<file path="src/rtl/muldiv_unit.sv">
// Iterative RV32M multiply/divide unit: shift-add multiply and restoring divide,
// UNROLL result bits per CALC cycle, valid/ready handshake with kill abort.
module muldiv_unit #(
  parameter int unsigned XLEN   = 32,
  parameter int unsigned UNROLL = 1
) (
  input  logic            clk,
  input  logic            rst,
  input  logic            in_valid,
  output logic            in_ready,
  input  logic [2:0]      op,
  input  logic [XLEN-1:0] a,
  input  logic [XLEN-1:0] b,
  input  logic            kill,
  output logic            out_valid,
  input  logic            out_ready,
  output logic [XLEN-1:0] result,
  output logic            busy
);

  localparam int unsigned N  = XLEN / UNROLL;
  localparam int unsigned CW = (N > 1) ? $clog2(N) : 1;
  localparam logic [XLEN-1:0] IntMin = {1'b1, {(XLEN-1){1'b0}}};

  typedef enum logic [2:0] {StIdle, StPrep, StCalc, StFix, StDone} state_e;

  state_e          state_q;
  logic [2:0]      op_q;
  logic [XLEN-1:0] a_q, b_q;
  logic [2*XLEN-1:0] acc_q;
  logic [CW-1:0]   cnt_q;
  logic            neg_q, rneg_q;

  assign in_ready  = (state_q == StIdle);
  assign out_valid = (state_q == StDone);
  assign busy      = (state_q != StIdle);

  logic is_div, sgn_a, sgn_b, a_neg, b_neg, div_zero, div_ovf;
  assign is_div   = op_q[2];
  assign sgn_a    = (op_q == 3'b001) || (op_q == 3'b010) || (op_q == 3'b100) || (op_q == 3'b110);
  assign sgn_b    = (op_q == 3'b001) || (op_q == 3'b100) || (op_q == 3'b110);
  assign a_neg    = sgn_a & a_q[XLEN-1];
  assign b_neg    = sgn_b & b_q[XLEN-1];
  assign div_zero = is_div && (b_q == '0);
  assign div_ovf  = is_div && !op_q[0] && (a_q == IntMin) && (&b_q);

  // One CALC cycle: acc holds {product hi, product lo} or {remainder, quotient}.
  // Multiply consumes b_q from the LSB; divide consumes a_q from the MSB.
  logic [XLEN-1:0] step_hi, step_lo, step_a, step_b;
  logic [XLEN:0]   tmp, sum;
  always_comb begin
    step_hi = acc_q[2*XLEN-1:XLEN];
    step_lo = acc_q[XLEN-1:0];
    step_a  = a_q;
    step_b  = b_q;
    tmp     = '0;
    sum     = '0;
    for (int unsigned i = 0; i < UNROLL; i++) begin
      if (is_div) begin
        tmp    = {step_hi, step_a[XLEN-1]};
        step_a = step_a << 1;
        if (tmp >= {1'b0, b_q}) begin
          tmp     = tmp - {1'b0, b_q};
          step_lo = {step_lo[XLEN-2:0], 1'b1};
        end else begin
          step_lo = {step_lo[XLEN-2:0], 1'b0};
        end
        step_hi = tmp[XLEN-1:0];
      end else begin
        sum     = {1'b0, step_hi} + (step_b[0] ? {1'b0, a_q} : '0);
        step_lo = {sum[0], step_lo[XLEN-1:1]};
        step_hi = sum[XLEN:1];
        step_b  = step_b >> 1;
      end
    end
  end

  logic [2*XLEN-1:0] prod;
  logic [XLEN-1:0]   quo, rem, fix_res;
  always_comb begin
    prod = neg_q  ? -acc_q : acc_q;
    quo  = neg_q  ? -acc_q[XLEN-1:0] : acc_q[XLEN-1:0];
    rem  = rneg_q ? -acc_q[2*XLEN-1:XLEN] : acc_q[2*XLEN-1:XLEN];
    unique case (op_q)
      3'b000:                 fix_res = prod[XLEN-1:0];
      3'b001, 3'b010, 3'b011: fix_res = prod[2*XLEN-1:XLEN];
      3'b100, 3'b101:         fix_res = quo;
      default:                fix_res = rem;
    endcase
  end

  always_ff @(posedge clk) begin
    if (rst) begin
      state_q <= StIdle;
      op_q    <= '0;
      a_q     <= '0;
      b_q     <= '0;
      acc_q   <= '0;
      cnt_q   <= '0;
      neg_q   <= 1'b0;
      rneg_q  <= 1'b0;
      result  <= '0;
    end else if (kill && state_q != StIdle) begin
      state_q <= StIdle;
    end else begin
      unique case (state_q)
        StIdle: begin
          if (in_valid) begin
            op_q    <= op;
            a_q     <= a;
            b_q     <= b;
            state_q <= StPrep;
          end
        end
        StPrep: begin
          a_q    <= a_neg ? -a_q : a_q;
          b_q    <= b_neg ? -b_q : b_q;
          neg_q  <= a_neg ^ b_neg;
          rneg_q <= a_neg;
          acc_q  <= '0;
          cnt_q  <= CW'(N - 1);
          // Special cases use the raw operands still held in a_q/b_q this cycle.
          if (div_zero) begin
            result  <= op_q[1] ? a_q : '1;
            state_q <= StDone;
          end else if (div_ovf) begin
            result  <= op_q[1] ? '0 : a_q;
            state_q <= StDone;
          end else begin
            state_q <= StCalc;
          end
        end
        StCalc: begin
          acc_q <= {step_hi, step_lo};
          a_q   <= step_a;
          b_q   <= step_b;
          cnt_q <= cnt_q - CW'(1);
          if (cnt_q == '0) state_q <= StFix;
        end
        StFix: begin
          result  <= fix_res;
          state_q <= StDone;
        end
        StDone: begin
          if (out_ready) state_q <= StIdle;
        end
        default: state_q <= StIdle;
      endcase
    end
  end

endmodule

</file>
<file path="config.mk">
export PLATFORM = sky130hd
export DESIGN_NAME = muldiv_unit
export DESIGN_NICKNAME = d
export VERILOG_FILES = /design/src/rtl/muldiv_unit.sv
export SDC_FILE = /design/constraint.sdc
export NUM_CORES = 1
export LEC_CHECK = 0
export BUFFER_PORTS_ARGS = -buffer_cell sky130_fd_sc_hd__buf_2
export CAP_MARGIN = 20
export CORE_ASPECT_RATIO = 1.1
export CORE_MARGIN = 1.5
export CORE_UTILIZATION = 40
export CTS_CLUSTER_SIZE = 24
export DETAILED_ROUTE_END_ITERATION = 7
export GPL_TIMING_DRIVEN = 1
export SETUP_SLACK_MARGIN = 0.3
export SKIP_CTS_REPAIR_TIMING = 1
export SYNTH_ARGS = -nofsm -noshare
export SYNTH_HDL_FRONTEND = slang
export SYNTH_SLANG_ARGS = --single-unit
</file>
<file path="constraint.sdc">
create_clock -name clk -period 4.1 [get_ports clk]
set_input_delay 1.025 -clock clk [delete_from_list [all_inputs] [get_ports clk]]
set_output_delay 1.025 -clock clk [all_outputs]
set_load 0.01 [all_outputs]
</file>
**Word-level counts from Yosys, hierarchy flattened**

Index checks and enable logic that the tools add are counted.

- Register bits: 173
- Latch bits: 0
- Memory bits (writable): 0
- ROM bits: 0
- Input bits: 72
- Memories: 0

- $add $sub $neg: 8
- $mul: 0
- Divide/modulo/power cells: 0
- $lt $le $gt $ge: 1
- Equal/unequal tests: 19
- Shift operators: 0
- Mux-type cells: 30
- Bitwise logic cells: 4
- Reductions and logical operators: 30

Operators with widths:

| cell | number |
|---|---|
| $mux W32 | 16 |
| $pmux W32 S3 | 3 |
| $neg A32 Y32 | 4 |
| $pmux W64 S2 | 1 |
| $mux W64 | 1 |
| $neg A64 Y64 | 1 |
| $pmux W32 S2 | 1 |
| $add A32 B32 Y33 | 1 |
| $ge A33 B32 Y1 | 1 |
| $eq A32 B32 Y1 const B | 1 |
| $logic_not A32 Y1 | 1 |
| $reduce_and A32 Y1 | 1 |
| $sub A32 B32 Y32 | 1 |
| $mux W3 | 5 |
| $pmux W3 S5 | 1 |
| $eq A3 B2 Y1 const B | 4 |
| $eq A3 B3 Y1 const B | 4 |
| $ne A2 B2 Y1 const B | 6 |
| $pmux W5 S2 | 1 |
| $reduce_and A5 Y1 | 2 |
| $reduce_and A3 Y1 | 3 |
| $eq A3 B1 Y1 const B | 2 |
| $logic_not A3 Y1 | 2 |
| $reduce_bool A3 Y1 | 2 |
| other kinds (15) | 27 |

**Depth between registers and ports, before layout**

Gate-level depths: netlist (run 1).

- Depth after elaboration: 7
- Mapped depth: 14
- Depth with buffers taken out: 14

**Worst setup path after synthesis (run 1)**

No wires, ideal clock.

- Path type: register -> register
- From: register b_q[0]
- To: register acc_q[62]
- Setup time: 133 ps
- Data arrival time: 3,070 ps
- Data required time: 3,967 ps
- Slack: 896 ps
- Stages on the path, launching flop included: 14
- Path buffers: 1
- Cells stage by stage: dfxtp_1 clkbuf_1 nand2_1 inv_1 ha_1 a211oi_1 nor4b_1 o41ai_2 o22ai_1 a211oi_1 o21ai_1 a311oi_1 xor2_1 o211ai_1

- Longest elaborated chain between the ends: 4
- Elaborated cells on any way between the ends: 7
- Those cells by class: 2 x add/sub; 1 x order compare; 4 x mux

RTL lines:

| element | RTL line | RTL |
|---|---|---|
| start: declaration | 29 | `logic [XLEN-1:0] a_q, b_q;` |
| start signal: assignment | 117 | `b_q <= b_neg ? -b_q : b_q;` |
| start signal: assignment | 136 | `b_q <= step_b;` |
| $mux W32 (tied with other cells) | 70 | `sum = {1'b0, step_hi} + (step_b[0] ? {1'b0, a_q} : '0);` |
| $add A32 B32 Y33 or $mux W32 (tied branches) | 70, 62 |  |
| $mux W32 (*) | 59 | `if (is_div) begin` |
| $pmux W64 S2 (*) | 106 | `unique case (state_q)` |
| end signal: assignment | 134 | `acc_q <= {step_hi, step_lo};` |
| end: declaration | 30 | `logic [2*XLEN-1:0] acc_q;` |

Mark *: on every way between the ends. The rest lies on a longest branch, timed or not.
A chain may end at the register's enable or synchronous reset.

**Worst setup path in the final report (run 1)**

- From: register a_q[0]
- To: register result[28]

- Longest elaborated chain between the ends: 5

RTL lines:

| element | RTL line | RTL |
|---|---|---|
| start: declaration | 29 |  |
| start signal: assignment | 116 | `a_q <= a_neg ? -a_q : a_q;` |
| start signal: assignment | 135 | `a_q <= step_a;` |
| $eq A32 B32 Y1 | 45 | `assign div_ovf = is_div && !op_q[0] && (a_q == IntMin) && (&b_q);` |
| $logic_and A1 B1 Y1 (2 in a row) | 45 |  |
| $ne A3 B3 Y1 (no line) | - |  |
| $reduce_and A3 Y1 (no line) | - |  |
| end signal: assignment | 124 | `result <= op_q[1] ? a_q : '1;` |
| end signal: assignment | 127 | `result <= op_q[1] ? '0 : a_q;` |
| end signal: assignment | 141 | `result <= fix_res;` |
| end: declaration | 17 | `output logic [XLEN-1:0] result,` |

No other way between the ends.

==> flow_summary.toml, run 1 <==
[grt]
grt_usage = 0.300
grt-ovfl-total = 0
antenna_found_initial = 1
grt_max_degree = 69
grt_pass1_wl_um = 95700
grt_pass1_vias = 16000

[critical_path]
ff2ff_setup_slack_ps = 460
r2r_end = "result[28]$_SDFFE_PP0P_"
slowest_stage = "or4_4"
worstReg2RegStart = "a_q[0]$_SDFFE_PP0P_"
cp.arrival_ps = 3970
max_stage_delay_ps = 590
ff2ff_path_depth = 11
end_kind = "register"
cp-start-kind = "register"
path_max_fanout = 32
crit_top_cell = "o21ai_2"
worstPathCellList = "inv_1 -> ha_1 -> nor3b_2 -> nand4_1 -> or4_4 -> o21ai_2 -> o21ai_2 -> or2_1 -> buf_4 -> nor3_1 -> nor4_1"
cp.required_ps = 4430
critical_path_class = "register to register"

[timing]
finalHoldViolCount = 0
fin_tns_setup_ps = 0
fin_crit_sh = 0.888
slew_viol_final = 0
setup_viol = 0
tightest_slew_ps = 863
max_freq_mhz = 275
setup_ws_ps = 461
clock_skew_ps = 20.4
period_needed_ps = 3640
rsz0062_at_grt = "no"
slew_headroom = 0.425

[min_path]
holdCritStartpoint = "result[23]$_SDFFE_PP0P_"
min_to = "result[23]$_SDFFE_PP0P_"
hold_depth = 2
min_path_type = "register to register"

[yosys]
synth-main-ff-cell = "dfxtp_1"
avgSynthCellArea_sq_um = 7.33
syn_area_sq_um = 16000
yosysWarnings = 0
ys_top_cells_by_count = "nor2_1 (218), dfxtp_1 (173), clkbuf_1 (168), o21ai_0 (168), a21oi_1 (162)"
synth-xor-area-share = 0.0674
synth-compound-area-share = 0.321
yosys-top-cells-area = "dfxtp_1 (22%), ha_1 (5.6%), o21ai_0 (5.3%)"
synth_nets = 2327
synthSimpleGateAreaFrac = 0.236
syn_inst = 2181
synthAdderAreaFrac = 0.0595
yosysSeqAreaShare = 0.217
synth_top_family_by_area = "compound AO/OA/AOI/OAI gates"
synth_cell_types = 94
muxShareOfSynthArea = 0.0346
yosys_register_bits = 173
synth-edff-count = 0
async_flop_share = 0
yosysMostFrequentCell = "nor2_1"
synth_top_area_share = 0.217
yosys.area.top_type = "dfxtp_1"

[flow_run]
max_cap_viol_count = 0

[route]
ant_nets = 0
firstDrtPassIters = 8
vias_per_cell = 6.39
drc = 7
num_vias = 17300
drt_iter0_drc = 1875
drt_wl_total_um = 63200
wl_per_cell_um = 23.3

[floorplanning]
coreArea_sq_um = 39300
die_w_um = 194
die_h_um = 213
start_util = 0.407
num_rows = 76
dieArea_sq_um = 41200
io_pins = 107

[layout]
layout.nets = 2335
areaGrowthSynthToFinish_pct = 10.5
fillers = 4002
drive_gt1_frac = 0.128
diodes = 0
finalInstanceArea_sq_um = 17700

[status]
status = "finished with violations"
violations = "design-rule violations"

[power]
powerDensity_nw_per_um2 = 320
power.total_mw = 5.65
p_leak_nw = 7.19
ir_drop_uv = 258

[place]
gp_congestion = 0.977
placed_area_sq_um = 17000
numPortBuffers = 106
post-place-ws_ps = 523
post-dp-hpwl_um = 48100

[clock_network]
cts_max_path_buffers = 2
htreeDepth = 4
clock-root-buffer = "clkbuf_16"
clkTransAtPathRegs_ps = 80
clk_latency_ps = 470
clkSinkCount = 173
cts_buffers = 17
cts_tree = "done"
[metrics by stage]
step / std cells / hold WS (ps) / util
finish: 2709 / 458 / 0.450
floorplan: 2181 / 460 / -
detailed placement: 2671 / 450 / 0.432
global placement: 2671 / 443 / 0.432
global route: 2709 / 480 / 0.450
CTS: 2703 / 460 / 0.448
[cell families after synthesis]
kind of cell	Yosys count
AO/OA/AOI/OAI	758
XOR/XNOR	123
adder cells (fa/ha/maj)	75
buffers and inverters	260
flip-flops	173
multiplexers	55
AND/OR/NAND/NOR	737
[critical path, delay by kind of cell (launching register included)]
kind	cells	cell delay, ps
simple gates	6	2180
flops	1	400
buf+inv	2	390
compound gates	2	350
fa+ha+maj	1	180
[final cells by class]
cell class                      instances  area, sq um  share of cell area
Timing Repair Buffer                  185         1140              0.0645
Tap cell                              507          634              0.0359
Clock buffer                           20          457              0.0259
Clock inverter                         12          181              0.0103
Sequential cell                       173         3470               0.196
Multi-Input combinational cell       1748        11500               0.654
Inverter                               64          240              0.0136
[cells in the final DEF, fill, tap and decap left out, types with 9 or more instances in the layout]
master     netlist  routed
nor2_1         218     214
dfxtp_1        173     171
o21ai_0        168     168
a21oi_1        162     161
nand2_1        145     145
buf_2            9     105
nor3_1          81      81
buf_4            1      79
a22oi_1         74      74
ha_1            72      72
xnor2_1         69      69
inv_1           64      64
xor2_1          54      54
mux2i_1         53      53
and2_1          47      46
nand3_1         43      43
a211oi_1        41      40
a21o_1          35      35
a221o_1         34      34
o31ai_1         32      31
nand4_1         27      27
nand2b_1        27      26
nor4_1          25      24
or3_1           21      21
a221oi_1        20      20
a31oi_1         20      20
o211ai_1        18      18
clkbuf_16        0      17
a222oi_1        14      14
o22ai_1         13      13
o21bai_1        13      13
o41ai_1         12      12
and3_1          12      12
o21a_1          11      11
or4_1           10      10
nor3b_1          9       9
o221ai_1         9       9
or2_2            9       9
[registers in the layout, summed over array words and instances (netlist names)]
register and cells:
a_q 32, acc_q 64, b_q 32, cnt_q 5, neg_q 1, op_q 3, result 32, rneg_q 1
state_q 3
[worst max-delay path by stage]
stage,startpoint,end,slack [ps]
final,a_q[0]$_SDFFE_PP0P_,result[28]$_SDFFE_PP0P_,460
after global routing,acc_q[34]$_SDFFE_PP0P_,acc_q[39]$_SDFFE_PP0P_,320
after CTS,acc_q[34]$_SDFFE_PP0P_,acc_q[45]$_SDFFE_PP0P_,510
after detailed placement,a_q[0]$_SDFFE_PP0P_,result[28]$_SDFFE_PP0P_,520
after global placement,a_q[0]$_SDFFE_PP0P_,result[28]$_SDFFE_PP0P_,600
after floorplan,b_q[0]$_SDFFE_PP0P_,acc_q[62]$_SDFFE_PP0P_,900
[per-layer routing]
layer	part of all wire	vias to the layer above	track usage	routed length (um)
li1	-	8137	-	-
met2	0.44	772	0.473	27900
met3	0.072	160	0.0493	4580
met4	0.059	2	0.169	3730
met5	0.00019	-	0	12
met1	0.43	8251	0.390	26900
[report_power, final]
| part | internal, mW | leakage, nW | switching [mW] |
|---|---|---|---|
| sequential | 1.78 | 1.41 | 0.211 |
| clock | 1.06 | 0.317 | 0.781 |
| combinational | 0.689 | 5.47 | 1.13 |
Note: power is estimated with default switching activity, not from simulation.
==> run 2: changes to the inputs <==
--- a/config.mk
+++ b/config.mk
@@ -13,6 +13,7 @@
 export CTS_CLUSTER_SIZE = 24
 export DETAILED_ROUTE_END_ITERATION = 7
 export GPL_TIMING_DRIVEN = 1
+export RECOVER_POWER = 25
 export SETUP_SLACK_MARGIN = 0.3
 export SKIP_CTS_REPAIR_TIMING = 1
 export SYNTH_ARGS = -nofsm -noshare
==> flow_summary.toml, run 2 (synthesis results as in run 1) <==
[status]
status = "finished with violations"
violations = "design-rule violations, max-capacitance violations, max-slew violations"

[critical_path]
critPathTopFamily = "simple AND/OR/NAND/NOR gates"
cp-start-kind = "register"
ff2ff_path_depth = 11
crit_top_cell = "o21ai_2"
critPathBufInv = 2
end_kind = "register"
path_depth = 11
critical_path_class = "register to register"
max_stage_delay_ps = 590
worstPathCellList = "inv_1 -> ha_1 -> nor3b_2 -> nand4_1 -> or4_4 -> o21ai_2 -> o21ai_2 -> or2_1 -> buf_4 -> nor3_1 -> nor4_1"
cp.required_ps = 4430
slowest_stage = "or4_4"
path_max_fanout = 32
cp.arrival_ps = 3980

[clock_network]
clkTransAtPathRegs_ps = 80
cts_tree = "done"
htreeDepth = 4
clock-root-buffer = "clkbuf_16"
clk_latency_ps = 460
clkSinkCount = 173
cts_buffers = 17
cts_max_path_buffers = 2

[power]
power.total_mw = 5.65
switching_power_mw = 2.12
p_int_mw = 3.53
combPwrFrac = 0.322
powerDensity_nw_per_um2 = 321
swShare = 0.376
clockPowerShare = 0.325
ir_drop_uv = 258
p_leak_nw = 7.07
power_frac_seq = 0.353

[layout]
layout.nets = 2335
finalInstanceArea_sq_um = 17600
diodes = 0
final_cell_mix = "nor2_1 (214), dfxtp_1 (171), o21ai_0 (168), a21oi_1 (161), nand2_1 (145)"
areaGrowthSynthToFinish_pct = 10.2
largest_register_ffs = 64
multi_input_area_sq_um = 11500
final_common_cell = "nor2_1"
regMostFlops = "acc_q"
fillers = 4020
seqCellArea_sq_um = 3470
drive_gt1_frac = 0.114

[timing]
finalHoldViolCount = 0
fin_crit_sh = 0.891
period_needed_ps = 3650
slew_viol_final = 44
clock_skew_ps = 18.4
max_freq_mhz = 274
whs_ps = 462
slew_headroom = -0.611
rsz0062_at_grt = "no"
setup_ws_ps = 449
setup_viol = 0
tightest_slew_ps = 2420
fin_tns_setup_ps = 0

[route]
vias_per_cell = 6.40
num_vias = 17300
drc = 7
ant_nets = 0
drt_wl_total_um = 63200
firstDrtPassIters = 8
drt_iter0_drc = 1924
wl_per_cell_um = 23.3

[min_path]
min_path_type = "register to register"
hold_depth = 2

[floorplanning]
io_pins = 107
dieArea_sq_um = 41200
die_w_um = 194
num_rows = 76
die_h_um = 213
coreArea_sq_um = 39300
start_util = 0.407

[grt]
grt_max_degree = 69
grt_usage = 0.300
grt_pass1_wl_um = 95700
grt_pass1_vias = 16000
antenna_found_initial = 1
grt-ovfl-total = 0

[place]
numPortBuffers = 106
gp_congestion = 0.977
post-place-ws_ps = 523
post-dp-hpwl_um = 48100
placed_area_sq_um = 17000

[flow_run]
max_cap_viol_count = 1
## run 2: cell count changes in the layout (fill, tap and decap cells not counted)
| cell | change |
|---|---|
| a211o_2 | -1 |
| clkbuf_1 | +29 |
| buf_2 | -28 |
| a211o_1 | +1 |
| buf_4 | -1 |
## run 2: metrics by stage
step / utilization / instances
final: 0.449 / 2709
after floorplan: - / 2181
after global routing: 0.449 / 2709
after global placement: 0.432 / 2671
after CTS: 0.448 / 2703
after detailed placement: 0.432 / 2671
## run 2: worst paths after layout
| kind | endpoint | start | slack, ps |
|---|---|---|---|
| setup / recovery | result[28]$_SDFFE_PP0P_ | a_q[0]$_SDFFE_PP0P_ | 450 |
| hold / removal | result[0]$_SDFFE_PP0P_ | result[0]$_SDFFE_PP0P_ | 460 |
| setup reg to reg | result[28]$_SDFFE_PP0P_ | a_q[0]$_SDFFE_PP0P_ | 450 |
| hold reg to reg | result[0]$_SDFFE_PP0P_ | result[0]$_SDFFE_PP0P_ | 460 |
## run 2: cell type report
type	count	area share
Multi-Input combinational cell	1748	0.655
Sequential cell	173	0.197
Timing Repair Buffer	185	0.0624
Tap cell	507	0.0360
Clock buffer	20	0.0259
Inverter	64	0.0136
Clock inverter	12	0.0103
## run 2: worst register-to-register path, cell delays in order, from the launching register on
cell	delay (ps)
dfxtp_1	400
inv_1	120
ha_1	180
nor3b_2	350
nand4_1	310
or4_4	590
o21ai_2	240
o21ai_2	110
or2_1	270
buf_4	270
nor3_1	580
nor4_1	90
## run 2: per-layer routing
layer / GRT usage / routed length, um
met1: 0.390 / 27200
met2: 0.473 / 28000
met3: 0.0493 / 4410
met4: 0.169 / 3610
met5: 0 / 12
## run 2: power by group through the flow
stage	clock, mW	sequential (mW)	combinational (mW)
floorplan	0	1.90	1.34
global placement	0	2.02	1.75
detailed placement	0	2.02	1.77
CTS	1.86	1.98	1.78
global route	1.92	2.01	1.99
finish	1.84	1.99	1.82
